## config.mk

```make
export PLATFORM = sky130hd
export DESIGN_NAME = spi_slave_param_flat
export DESIGN_NICKNAME = d
export VERILOG_FILES = /design/src/rtl/spi_slave_param_if.sv /design/src/rtl/spi_slave_param.sv /design/src/flat_wrapper.sv
export SDC_FILE = /design/constraint.sdc
export NUM_CORES = 1
export LEC_CHECK = 0
export CORE_MARGIN = 2
export CORE_UTILIZATION = 35
export CTS_BUF_LIST = sky130_fd_sc_hd__clkbuf_4
export DETAILED_ROUTE_END_ITERATION = 12
export REMOVE_ABC_BUFFERS = 1
export SLEW_MARGIN = 20
export SYNTH_ARGS = -nofsm -noshare
export SYNTH_HDL_FRONTEND = slang
export SYNTH_SLANG_ARGS = --single-unit
```

## constraint.sdc

```tcl
create_clock -name clk -period 2.58 [get_ports clk]
set_clock_uncertainty 0.1 [all_clocks]
set_input_delay 0.645 -clock clk [delete_from_list [all_inputs] [get_ports clk]]
set_output_delay 0.645 -clock clk [all_outputs]
set_load 0.03 [all_outputs]
```

## src/rtl/spi_slave_param_if.sv

```systemverilog
// ---------------------------------------------------------------------------
// spi_slave_param_if
//   Bundles the SPI pad signals and the downstream rx/tx handshake of
//   spi_slave_param so that the slave and its driver can share one port.
//
//   master modport : drives MOSI, SS_n, tx_data, tx_valid
//                    observes MISO, rx_valid, rx_data, frame_err, busy
//   slave modport  : the mirror image, used by spi_slave_param
// ---------------------------------------------------------------------------
interface spi_slave_param_if #(
    parameter int DATA_W = 8
);
    logic              MOSI;
    logic              SS_n;
    logic [DATA_W-1:0] tx_data;
    logic              tx_valid;
    logic              MISO;
    logic              rx_valid;
    logic [DATA_W+1:0] rx_data;
    logic              frame_err;
    logic              busy;

    modport master (
        output MOSI, SS_n, tx_data, tx_valid,
        input  MISO, rx_valid, rx_data, frame_err, busy
    );

    modport slave (
        input  MOSI, SS_n, tx_data, tx_valid,
        output MISO, rx_valid, rx_data, frame_err, busy
    );
endinterface

```

## src/rtl/spi_slave_param.sv

```systemverilog
// ---------------------------------------------------------------------------
// spi_slave_param
//   SPI slave front end. Each frame is DATA_W+2 bits, MSB first: two command
//   bits followed by the payload. Complete frames are presented on rx_data
//   with a one-cycle rx_valid strobe. A read-data frame (command 11 once a
//   read-address frame has been seen) waits for tx_valid and then shifts
//   tx_data out on MISO, MSB first. clk is the SPI bit clock itself.
//
//   Ports
//     clk   : SPI bit clock, rising edge
//     rstn  : asynchronous active-low reset
//     bus   : slave modport of spi_slave_param_if
//             MOSI/SS_n in, tx_data/tx_valid in,
//             MISO, rx_valid, rx_data, frame_err, busy out
// ---------------------------------------------------------------------------
module spi_slave_param #(
    parameter  int DATA_W = 8,
    localparam int CNT_W  = $clog2(DATA_W + 3)
) (
    input  logic             clk,
    input  logic             rstn,
    spi_slave_param_if.slave bus
);

    typedef enum logic [2:0] {
        IDLE,
        CHK_CMD,
        WRITE,
        READ_ADDR,
        READ_DATA,
        TX_WAIT,
        TX_SHIFT,
        DONE
    } state_e;

    // Bit-count milestones: bits captured so far in a frame, bits sent in TX.
    localparam logic [CNT_W-1:0] CNT_ONE     = CNT_W'(1);
    localparam logic [CNT_W-1:0] CNT_LAST_RX = CNT_W'(DATA_W + 1);
    localparam logic [CNT_W-1:0] CNT_FULL    = CNT_W'(DATA_W + 2);
    localparam logic [CNT_W-1:0] CNT_LAST_TX = CNT_W'(DATA_W);

    state_e            state_q,        state_d;
    logic [CNT_W-1:0]  cnt_q,          cnt_d;
    // Holds the bits captured so far; the final bit comes straight from MOSI.
    logic [DATA_W:0]   shift_q,        shift_d;
    logic [DATA_W-1:0] tx_sh_q,        tx_sh_d;
    logic [DATA_W+1:0] rx_data_q,      rx_data_d;
    logic              rx_valid_q,     rx_valid_d;
    logic              frame_err_q,    frame_err_d;
    logic              miso_q,         miso_d;
    logic              rd_addr_seen_q, rd_addr_seen_d;

    always_comb begin
        // NOTE: every _d gets a default before the case, so no path can infer a latch.
        state_d        = state_q;
        cnt_d          = cnt_q;
        shift_d        = shift_q;
        tx_sh_d        = tx_sh_q;
        rx_data_d      = rx_data_q;
        rx_valid_d     = 1'b0;
        frame_err_d    = 1'b0;
        miso_d         = miso_q;
        rd_addr_seen_d = rd_addr_seen_q;

        case (state_q)
            IDLE: begin
                cnt_d  = '0;
                miso_d = 1'b0;
                if (!bus.SS_n) state_d = CHK_CMD;
            end

            CHK_CMD: begin
                if (bus.SS_n) begin
                    state_d     = IDLE;
                    frame_err_d = 1'b1;
                    miso_d      = 1'b0;
                end else begin
                    shift_d = {{DATA_W{1'b0}}, bus.MOSI};
                    cnt_d   = CNT_ONE;
                    // Only the first command bit is known here, so read
                    // address vs read data is steered by the history flag.
                    if (!bus.MOSI)          state_d = WRITE;
                    else if (rd_addr_seen_q) state_d = READ_DATA;
                    else                     state_d = READ_ADDR;
                end
            end

            WRITE, READ_ADDR, READ_DATA: begin
                if (bus.SS_n) begin
                    state_d     = IDLE;
                    frame_err_d = 1'b1;
                    miso_d      = 1'b0;
                end else begin
                    shift_d = {shift_q[DATA_W-1:0], bus.MOSI};
                    if (cnt_q == CNT_LAST_RX) begin
                        cnt_d      = CNT_FULL;
                        rx_data_d  = {shift_q, bus.MOSI};
                        rx_valid_d = 1'b1;
                        if (state_q == READ_ADDR) begin
                            rd_addr_seen_d = 1'b1;
                            state_d        = DONE;
                        end else if (state_q == READ_DATA) begin
                            rd_addr_seen_d = 1'b0;
                            state_d        = TX_WAIT;
                        end else begin
                            state_d = DONE;
                        end
                    end else begin
                        cnt_d = cnt_q + CNT_ONE;
                    end
                end
            end

            TX_WAIT: begin
                if (bus.SS_n) begin
                    state_d = IDLE;
                    miso_d  = 1'b0;
                end else if (bus.tx_valid) begin
                    // MSB goes out now; the register keeps the remainder
                    // left-aligned so its top bit is always the next one.
                    miso_d  = bus.tx_data[DATA_W-1];
                    tx_sh_d = {bus.tx_data[DATA_W-2:0], 1'b0};
                    cnt_d   = CNT_ONE;
                    state_d = TX_SHIFT;
                end
            end

            TX_SHIFT: begin
                if (bus.SS_n) begin
                    state_d     = IDLE;
                    frame_err_d = 1'b1;
                    miso_d      = 1'b0;
                end else if (cnt_q == CNT_LAST_TX) begin
                    miso_d  = 1'b0;
                    state_d = DONE;
                end else begin
                    miso_d  = tx_sh_q[DATA_W-1];
                    tx_sh_d = {tx_sh_q[DATA_W-2:0], 1'b0};
                    cnt_d   = cnt_q + CNT_ONE;
                end
            end

            DONE: begin
                miso_d = 1'b0;
                if (bus.SS_n) state_d = IDLE;
            end

            default: begin
                state_d = IDLE;
                miso_d  = 1'b0;
            end
        endcase
    end

    always_ff @(posedge clk or negedge rstn) begin
        // NOTE: the reset branch covers every flop, including the MISO bit being shifted.
        if (!rstn) begin
            state_q        <= IDLE;
            cnt_q          <= '0;
            shift_q        <= '0;
            tx_sh_q        <= '0;
            rx_data_q      <= '0;
            rx_valid_q     <= 1'b0;
            frame_err_q    <= 1'b0;
            miso_q         <= 1'b0;
            rd_addr_seen_q <= 1'b0;
        end else begin
            // NOTE: non-blocking so every flop samples pre-edge values.
            state_q        <= state_d;
            cnt_q          <= cnt_d;
            shift_q        <= shift_d;
            tx_sh_q        <= tx_sh_d;
            rx_data_q      <= rx_data_d;
            rx_valid_q     <= rx_valid_d;
            frame_err_q    <= frame_err_d;
            miso_q         <= miso_d;
            rd_addr_seen_q <= rd_addr_seen_d;
        end
    end

    assign bus.MISO      = miso_q;
    assign bus.rx_valid  = rx_valid_q;
    assign bus.rx_data   = rx_data_q;
    assign bus.frame_err = frame_err_q;
    assign bus.busy      = (state_q != IDLE);

endmodule

```

## src/flat_wrapper.sv

```systemverilog
// flat-port wrapper written by rule: the top's interface ports become plain ports
module spi_slave_param_flat 
#(
    parameter  int DATA_W = 8,
    localparam int CNT_W  = $clog2(DATA_W + 3)
)
  (clk, rstn, bus_MOSI, bus_SS_n, bus_tx_data, bus_tx_valid, bus_MISO, bus_rx_valid, bus_rx_data, bus_frame_err, bus_busy);
  spi_slave_param_if #(.DATA_W(DATA_W)) bus_i ();
  input  logic clk;
  input  logic rstn;
  input wire logic [$bits(bus_i.MOSI)-1:0] bus_MOSI;
  input wire logic [$bits(bus_i.SS_n)-1:0] bus_SS_n;
  input wire logic [$bits(bus_i.tx_data)-1:0] bus_tx_data;
  input wire logic [$bits(bus_i.tx_valid)-1:0] bus_tx_valid;
  output wire logic [$bits(bus_i.MISO)-1:0] bus_MISO;
  output wire logic [$bits(bus_i.rx_valid)-1:0] bus_rx_valid;
  output wire logic [$bits(bus_i.rx_data)-1:0] bus_rx_data;
  output wire logic [$bits(bus_i.frame_err)-1:0] bus_frame_err;
  output wire logic [$bits(bus_i.busy)-1:0] bus_busy;
  assign bus_i.MOSI = bus_MOSI;
  assign bus_i.SS_n = bus_SS_n;
  assign bus_i.tx_data = bus_tx_data;
  assign bus_i.tx_valid = bus_tx_valid;
  assign bus_MISO = bus_i.MISO;
  assign bus_rx_valid = bus_i.rx_valid;
  assign bus_rx_data = bus_i.rx_data;
  assign bus_frame_err = bus_i.frame_err;
  assign bus_busy = bus_i.busy;
  spi_slave_param #(.DATA_W(DATA_W)) u_core (.clk(clk), .rstn(rstn), .bus(bus_i));
endmodule
```

==> results of run 1 <==
## sequential cells by signal (all words and copies together), names as in the netlist, 3 cells and up
register and flops:
u_core.bus.rx_data 10, u_core.shift_q 9, u_core.state_q 3, u_core.cnt_q 4, u_core.tx_sh_q 7
## through the flow
stage               hold slack, ns  power [mW]  cells
floorplan                   0.2494       1.581    197
global placement            0.3890       1.844    308
detailed placement          0.3954       1.867    308
CTS                        0.04341       2.166    315
global route               0.04151       2.337    315
finish                     0.04040       2.146    315
## critical path, cell delays in order (launching register included)
cell and delay, ns:
sky130_fd_sc_hd__dfrtp_1 0.56, sky130_fd_sc_hd__or3_4 0.48, sky130_fd_sc_hd__buf_4 0.18
## routing by layer
layer	up-vias	track usage, %
met5	-	0
met4	0	3.519
met3	7	3.245
met2	38	22.15
met1	803	18.80
li1	828	-
## worst paths after layout
kind                            cells past startpoint  slack (ns)                    end
worst max-delay path                                2        0.26               bus_busy
worst min-delay path                                1        0.04  u_core.bus.rx_data[8]
worst max register to register                      5        0.50  u_core.bus.rx_data[1]
worst min register to register                      1        0.42      u_core.tx_sh_q[2]
max in group asynchronous                           2        1.85  u_core.bus.rx_data[5]
min in group clk                                    1        0.42      u_core.tx_sh_q[2]
## layout make-up
type | count | area share [%]
Sequential cell | 37 | 35.39
Multi-Input combinational cell | 141 | 44.38
Timing Repair Buffer | 34 | 11.96
Clock buffer | 5 | 1.435
Tap cell | 77 | 3.682
Clock inverter | 2 | 0.4304
Inverter | 19 | 2.726
## cells by family after synthesis
group | after synthesis
flip-flops | 37
adder cells (fa/ha/maj) | 4
XOR/XNOR | 1
AO/OA/AOI/OAI | 53
buffers and inverters | 35
AND/OR/NAND/NOR | 58
multiplexers | 25
## layout by cell type, fill, tap and decap left out, types with 3 or more instances in the layout
cell type,synthesis,routed
sky130_fd_sc_hd__a21oi_1,4,4
sky130_fd_sc_hd__a222oi_1,8,8
sky130_fd_sc_hd__a31oi_1,3,3
sky130_fd_sc_hd__buf_4,0,9
sky130_fd_sc_hd__clkbuf_4,0,5
sky130_fd_sc_hd__clkdlybuf4s50_1,0,24
sky130_fd_sc_hd__dfrtp_1,37,37
sky130_fd_sc_hd__ha_1,3,3
sky130_fd_sc_hd__inv_1,19,19
sky130_fd_sc_hd__mux2_2,7,7
sky130_fd_sc_hd__mux2_4,15,15
sky130_fd_sc_hd__nand2_1,9,9
sky130_fd_sc_hd__nand2b_1,11,11
sky130_fd_sc_hd__nand3b_1,5,5
sky130_fd_sc_hd__nor2_1,6,6
sky130_fd_sc_hd__nor3_1,3,3
sky130_fd_sc_hd__o21ai_0,12,12
sky130_fd_sc_hd__o22ai_1,3,3
sky130_fd_sc_hd__o31ai_1,10,10
sky130_fd_sc_hd__or3b_2,4,4
## synth_stat cells (2+ instances only)
| library cell | n |
|---|---|
| sky130_fd_sc_hd__inv_1 | 19 |
| sky130_fd_sc_hd__mux2_4 | 15 |
| sky130_fd_sc_hd__nor3b_1 | 2 |
| sky130_fd_sc_hd__mux2i_1 | 2 |
| sky130_fd_sc_hd__buf_2 | 5 |
| sky130_fd_sc_hd__dfrtp_1 | 37 |
| sky130_fd_sc_hd__clkbuf_1 | 7 |
| sky130_fd_sc_hd__o31ai_1 | 10 |
| sky130_fd_sc_hd__nor2b_1 | 2 |
| sky130_fd_sc_hd__or3_4 | 2 |
| sky130_fd_sc_hd__nand2_1 | 9 |
| sky130_fd_sc_hd__or3b_2 | 4 |
| sky130_fd_sc_hd__nor3_1 | 3 |
| sky130_fd_sc_hd__a31oi_1 | 3 |
| sky130_fd_sc_hd__o22ai_1 | 3 |
| sky130_fd_sc_hd__and3b_1 | 2 |
| sky130_fd_sc_hd__a21oi_1 | 4 |
| sky130_fd_sc_hd__o21ai_0 | 12 |
| sky130_fd_sc_hd__nand3b_1 | 5 |
| sky130_fd_sc_hd__mux2_2 | 7 |
| sky130_fd_sc_hd__nand2b_1 | 11 |
| sky130_fd_sc_hd__a222oi_1 | 8 |
| sky130_fd_sc_hd__nor2_1 | 6 |
| sky130_fd_sc_hd__nand3_1 | 2 |
| sky130_fd_sc_hd__and3_1 | 2 |
| sky130_fd_sc_hd__buf_6 | 4 |
| sky130_fd_sc_hd__ha_1 | 3 |
## where the power goes
| part | switching (mW) | total [mW] | internal [mW] | leakage (nW) |
|---|---|---|---|---|
| logic | 0.480 | 0.934 | 0.454 | 0.709 |
| clock network | 0.198 | 0.296 | 0.0979 | 0.0247 |
| registers | 0.185 | 0.916 | 0.731 | 0.483 |
| total | 0.863 | 2.15 | 1.28 | 1.22 |
==> impl.org, run 1 <==
** Clock network
- No sink is reached through more buffers than the 2 on the longest clock path.
- In this run the number of H-tree levels came out at 2.
- Buffers inserted during clock tree synthesis total 5.
- Clock latency on the worst-skew pair, taken at its later pin, is 0.35 ns.
- TritonCTS built the clock tree.
- Buffers added to address setup during post-CTS repair amount to 0.
- Once the clock tree was built, the resizer swapped 0 gates to a different size.
- Worst-path clk slew :: 0.11 ns
- Quantity of hold-fixing buffers added after cts :: 0
- Clock tree synthesis found a total of 37 sinks.
- Root Buffer Master :: sky130_fd_sc_hd__clkbuf_4

** STA
- Setup slack on the critical path of the routed design comes to 0.2622 ns.
- After layout, the minimum clock period comes to 2.318 ns.
- Setup violations remaining at the end of the flow were counted as 0.
- At the pin with the least slew margin, the transition time is 0.4868 ns.
- Count of endpoints failing hold in the final timing report :: 0
- After layout, the worst path uses 89.84% of the clock period.
- After routing, the total negative slack on setup checks comes to 0 ns.
- Derived from the worst setup path, the maximum achievable clock frequency is 431.5 MHz.
- Unrepaired setup endpoints after global routing :: false
- Pins over their slew limit :: 0
- Tightest slew margin relative to the limit :: 67.54%

** Floorplan
- Once the floorplan was initialized, standard cells occupied 35.92% of the core.
- In this run the count of I/O pins placed on the die edge is 27.
- # rows :: 29
- After floorplanning, the core was sized to cover 0.006277 mm^2.
- From left edge to right edge, the die measures 84.26 um.
- In this run the vertical extent of the chip is 84.26 um.
- The floorplan step defined a die boundary enclosing 0.007100 mm^2.

** Synthesis
- The synthesized design contains 37 register bits.
- The largest total area in the synthesized netlist belongs to sky130_fd_sc_hd__dfrtp_1.
- Summed over its instances, the top area cell type makes up 41.07% of the synthesized netlist area.
- Complex-gate fraction of the synthesized area :: 16.93%
- Top post-synthesis cells by area :: sky130_fd_sc_hd__dfrtp_1 (41%), sky130_fd_sc_hd__mux2_4 (10%), sky130_fd_sc_hd__a222oi_1 (3.6%)
- After Yosys synthesis, full adders, half adders and majority gates account for 2.109% of the synthesized area.
- Yosys warnings :: 0
- Parity-gate share of the synthesized area counting xor and xnor cells :: 0.3885%
- Mapped cell area :: 0.002255 mm^2
- Of the synthesized area, sequential elements account for 41.07%.
- Flip-flop cell with the highest count after synthesis :: sky130_fd_sc_hd__dfrtp_1
- Count of mapped cells out of synthesis :: 213
- Average instance area after synthesis :: 10.59 um^2
- After synthesis, the share of cell area in mux cells is 14.87%.
- Simple-gate share of the synthesized area :: 17.20%
- Combinational family with the most area after synthesis :: simple AND/OR/NAND/NOR gates
- For this run, asynchronously set or reset flops after synthesis account for 100.0%.
- Yosys cell types :: 51
- EDFF count, synth :: 0

** Power
- The worst-case IR drop observed on VDD is 0.3492 mV.
- LEAKAGE :: 1.216 nW
- Areal power density over the cells :: 820.4 mW/mm^2

** Placed design
- In this run the cell area measured after placement is 0.002567 mm^2.
- Number of input and output port buffers inserted :: 26
- Routability-driven placement finished with a final weighted congestion of 0.7917.
- Placed wire-length estimate :: 3209 um
- Timing analysis after detailed placement gives a worst setup slack of 0.1828 ns.

** Global route
- All-layer global routing usage :: 13.79%
- Entering global routing, the biggest net connects 28 pins.
- Total gr overflow :: 0
- Wire length of the first global-routing pass :: 7990 um
- Antenna violations before repair :: 0
- Number of global-route vias before repair :: 1633

** Routing
- After detailed routing, the met3 layer carries 205 um of wire.
- Vias per std cell :: 5.321
- In the final routing, the length of wire on met1 measures 2182 um.
- For this block, the via count after detailed routing is 1676.
- After detailed routing, the met2 layer carries 2088 um of wire.
- Drt wl/cell :: 14.38 um
- Residual antenna-violating net count after detailed routing :: 0
- For this run, the detailed router's first-pass iteration total came to 4.
- In the routed design, unresolved DRC markers number 0.
- Initial detailed-routing violation count :: 94
- Signal routing reaches up to met4.
- Total wirelength of the detailed-routed design :: 4529 um

** Hold path
- Worst Hold Class :: in -> async

** Worst setup path
- Crit Path Class :: reg -> out
- Setup crit end kind :: output pin
- At the worst endpoint, the required time is 1.84 ns.
- Of all nets on the critical path, the largest fanout is 11.
- Start of the worst register-to-register path :: u_core.state_q[1]
- Arrival time at the worst endpoint :: 1.57 ns
- Crit path from :: u_core.state_q[0]
- The worst setup path is launched from a register.

** Run
- Max-Cap Viols :: 0

** Layout
- Layout overhead on the synthesized area :: 16.04%
- Ratio of cells with drive above 1 in the final layout :: 21.01%
- Filler Cells Inserted :: 617
- Post-layout net count :: 254
- Summing all non-filler instances in the final layout gives an area of 0.002616 mm^2.
- Number of antenna repair diodes :: 0
- Share of the core filled with cells in the final layout :: 41.68%
- Sequential cell area :: 925.9 um^2
- Area of the multi-input gates :: 0.001161 mm^2

** Run status
- Result of the run :: finished, final reports clean
(Power assumes the default switching activity.)
==> inputs of run 2 (changes only) <==
- ABC_AREA: not set -> 1
- CTS_CLUSTER_SIZE: not set -> 30
==> run 2 against run 1 <==
Area after synthesis fell by 6.2%. Core utilization rose by 0.18 points. Final area fell by 5.8%. Clock power rose by 2%. Clock-buffer cell count rose by 1. Combinational power rose by 20%. Flip-flop and latch count did not move. Worst hold slack improved by 0.25 ns. Critical path depth rose by 1. Sequential power fell by 11%. Worst setup slack got worse by 0.13 ns.
==> impl.org, run 2 <==
** Routing
- Drt wl/cell :: 11.70 um (-19%)
- The detailed-route DRC error count was 0 (unchanged).
- Residual antenna-violating net count after detailed routing :: 0 (unchanged)
- The detail-routed via count per cell is 4.748 (-11%).
- The iteration count of the initial detailed-routing pass is 4 (unchanged).
- Total wirelength of the detailed-routed design :: 4037 um (-11%)
- Initial detailed-routing violation count :: 35 (-63%)
- Routed vias :: 1638 (-2.3%)

** Clock network
- Count of clock tree sinks :: 37 (unchanged)
- The clock latency on the worst-skew pair came to 0.33 ns (-0.02 ns).
- Setup Buffers After CTS :: 0 (unchanged)
- Cts bufs inserted :: 5 (unchanged)
- The cell sitting at the root of the clock tree is a sky130_fd_sc_hd__clkbuf_4.
- The clock slew seen by the registers of the worst setup and hold paths was 0.11 ns (about the same).
- TritonCTS built the clock tree.
- Maximum clock path buffer count :: 2 (unchanged)
- The number of levels the H-tree was split into is 2 (unchanged).
- Quantity of hold-fixing buffers added after cts :: 0 (unchanged)
- The total of cells resized after clock tree synthesis was 0 (unchanged).

** Worst setup path
- The critical path is of the reg -> out type.
- The setup slack of the most critical reg-to-reg path was 0.76 ns (+0.26 ns).
- Critical path's slowest cell :: sky130_fd_sc_hd__clkdlybuf4s50_1
- The worst-case reg-to-reg path depth is 8 (+3).
- The required arrival time at the worst endpoint came to 1.84 ns (about the same).
- The worst register-to-register path ends at u_core.tx_sh_q[6].
- Maximum fanout along the worst path :: 6 (-5)
- Largest stage delay on the critical path :: 0.60 ns (+0.04 ns)
- The number of stages on the worst setup path is 3 (+1).
- STA classifies the critical path endpoint as an output pin.
- CP bufs+invs :: 1 (unchanged)
- In this run the critical register-to-register path is launched from u_core.cnt_q[0].
- Traced cell by cell, the critical path runs through nor2_8 -> nand2_4 -> clkdlybuf4s50_1.
- STA classifies the critical path startpoint as a register.
- Arrival time at the worst endpoint :: 1.71 ns (+0.14 ns)
- Cell type group with the largest total delay on the critical path :: buffers and inverters

** Floorplan
- The placeable core area came to 0.005886 mm^2 (-6.2%).
- The starting utilization of the core area is 35.93% (about the same).
- The number of ports placed on the die boundary came to 27 (unchanged).
- The vertical die dimension came to 81.73 um (-3.0%).
- The width of the die was 81.73 um (-3.0%).
- The number of standard-cell rows in the floorplan was 28 (-3.4%).
- Total Die Area :: 0.006679 mm^2 (-5.9%)

** Layout
- Most common cell after layout, fill and taps aside :: sky130_fd_sc_hd__nand2_1
- Layout overhead on the synthesized area :: 16.51%
- Filler Cells Inserted :: 610 (-1.1%)
- The combined flip-flop and latch cell area came to 925.9 um^2 (unchanged).
- The final antenna diode count was 0 (unchanged).
- The number of flip-flops under the largest register name came to 10 (unchanged).
- Area of the multi-input gates :: 0.001016 mm^2 (-13%)
- Ratio of cells with drive above 1 in the final layout :: 22.59% (+1.6 points)
- The number of nets in the final layout was 285 (+12%).
- Most frequent cells in the layout :: sky130_fd_sc_hd__nand2_1 (54), sky130_fd_sc_hd__dfrtp_1 (37), sky130_fd_sc_hd__nand3_1 (35)

** Global route
- Wire length of the first global-routing pass :: 7155 um (-10%)
- GR Layer Usage met1 :: 20.22% (+1.4 points)
- The total global routing track utilization is 13.81% (+0.021 points).
- Antenna violations before repair :: 0 (unchanged)
- The global-route track usage on met2 came to 19.84% (-2.3 points).
- Fraction of met3 tracks used by global routing :: 2.637% (-0.61 points)
- Routing layer with the top usage in global route :: met1
- Number of global-route vias before repair :: 1495 (-8.5%)
- Total gr overflow :: 0 (unchanged)
- Pin count of the biggest net entering global routing :: 38 (+36%)

** STA
- Post-route worst setup slack :: 0.1284 ns (-0.1339 ns)
- The max-slew violation total from the final report is 0 (unchanged).
- The setup TNS after final layout came to 0 ns (unchanged).
- The final setup violation count is 0 (unchanged).
- The minimum clock period after layout is 2.452 ns (+0.1339 ns).
- The worst-margin pin slew is 0.8181 ns (+0.3313 ns).
- Unrepaired setup endpoints after global routing :: false
- The hold violation total from the final report came to 0 (unchanged).
- Share of the cycle needed by the critical path after routing :: 95.03% (+5.2 points)
- The worst slew margin relative to its limit is 45.46% (-22 points).
- Max Clk Rate :: 407.9 MHz (-5.5%)

** Placed design
- The port buffer count came to 26 (unchanged).
- The worst slack after detailed placement was 0.2366 ns (+0.05376 ns).
- Placed wire-length estimate :: 2970 um (-7.5%)
- Routability cong. :: 0.8622 (+8.9%)

** Hold path
- The tightest min-delay check is of the in -> async type.

** Run
- The count of maximum capacitance violations came to 0 (unchanged).

** Synthesis
- The portion of the post-synthesis area used by sequential elements came to 43.79% (+2.7 points).
- The combined area of all synthesized cells is 0.002115 mm^2 (-6.2%).
- The distinct cell type count after synthesis was 30 (-41%).
- Count of mapped cells out of synthesis :: 241 (+13%)
- In the synthesized netlist the dominant register cell turns out to be sky130_fd_sc_hd__dfrtp_1.
- Top post-synthesis cells by area :: sky130_fd_sc_hd__dfrtp_1 (44%), sky130_fd_sc_hd__nand2_1 (9.6%), sky130_fd_sc_hd__nand3_1 (8.3%)
- The most common cell in the synthesized netlist is sky130_fd_sc_hd__nand2_1.
- Cell accounting for the most synthesized area :: sky130_fd_sc_hd__dfrtp_1
- The proportion of synthesized flip-flops having asynchronous set or reset is 100.0% (unchanged).
- Yosys warnings :: 0 (unchanged)
- The total of flip-flops plus latches after synthesis is 37 (unchanged).
- The share of the synthesized area in the top cell type came to 43.79% (+2.7 points).
- After synthesis, the most frequently instantiated cells are sky130_fd_sc_hd__nand2_1 (54), sky130_fd_sc_hd__dfrtp_1 (37), sky130_fd_sc_hd__nand3_1 (35).
- The count of flip-flops with a built-in enable after synthesis came to 0 (unchanged).
- Average instance area after synthesis :: 8.774 um^2 (-17%)

** Power
- The ratio of total power to cell area is 908.4 mW/mm^2 (+11%).
- Worst supply voltage drop on vdd :: 0.5739 mV (+64%)
- The leakage power total was 1.140 nW (-6.3%).

** Run status
- The run finished with clean final reports.
[run 2: changes by cell type after synthesis, moves of 7 or more]
cell	before	now
sky130_fd_sc_hd__a222oi_1	8	0
sky130_fd_sc_hd__mux2_2	7	0
sky130_fd_sc_hd__o31ai_1	10	0
sky130_fd_sc_hd__clkbuf_1	7	0
sky130_fd_sc_hd__nand2b_1	11	0
sky130_fd_sc_hd__mux2_4	15	0
sky130_fd_sc_hd__o21ai_1	0	10
sky130_fd_sc_hd__nand2_1	9	54
sky130_fd_sc_hd__o21ai_2	0	16
sky130_fd_sc_hd__nand3_1	2	35
[run 2: worst max path at each step]
stage | slack [ns] | end | start
after floorplan | 0.73 | u_core.rd_addr_seen_q | u_core.state_q[2]
after global placement | 0.30 | u_core.tx_sh_q[5] | bus_SS_n
after detailed placement | 0.24 | u_core.tx_sh_q[5] | bus_SS_n
after CTS | 0.10 | bus_busy | u_core.state_q[1]
after global routing | 0.06 | bus_busy | u_core.state_q[1]
final | 0.13 | bus_busy | u_core.state_q[1]
[run 2: where the power goes]
group          switching (mW)  internal, mW  total, mW  leakage (nW)
Combinational           0.736         0.385       1.12         0.607
Clock                   0.189         0.114      0.303        0.0354
Sequential              0.104         0.709      0.814         0.498
[run 2: kinds of logic (layout without fill, tap and decap cells)]
group	after synthesis	in the layout	synth area share [%]
adder cells (fa/ha/maj)	3	3	1.775
buffers and inverters	31	60	8.165
flip-flops	37	37	43.79
XOR/XNOR	2	2	0.8286
AO/OA/AOI/OAI	40	40	12.54
AND/OR/NAND/NOR	128	128	32.90
[run 2: stage by stage]
stage / total power [mW] / instance area (um^2) / util, % / instances / hold slack, ns
3_5_place_dp: 1.955 / 2409 / 40.92 / 337 / 0.3656
6_report: 2.238 / 2464 / 41.86 / 345 / 0.2947
5_1_grt: 2.427 / 2464 / 41.86 / 345 / 0.3491
2_1_floorplan: 1.657 / 2029 / - / 232 / 0.2494
4_1_cts: 2.265 / 2464 / 41.86 / 345 / 0.3052
3_3_place_gp: 1.942 / 2409 / 40.92 / 337 / 0.3634
[run 2: metal layers]
| metal | share of wire (%) | vias up |
|---|---|---|
| met5 | 0 | - |
| met4 | 1.2 | 0 |
| met3 | 3.2 | 4 |
| met2 | 44 | 22 |
| met1 | 52 | 767 |
| li1 | - | 845 |
[run 2: final cells by class]
class | instances | area share [%]
repair buffers | 30 | 11.58
clock buffers | 6 | 1.828
well taps | 75 | 3.809
flip-flops and latches | 37 | 37.58
multi-input cells | 173 | 41.24
clock inverters | 2 | 0.4063
inverters | 22 | 3.555
==> inputs of run 3 (changes only) <==
- ABC_CLOCK_PERIOD_IN_PS: not set -> 2580
==> results of run 3 <==
The final DEF is identical to that of run 2; final timing and power are the same.
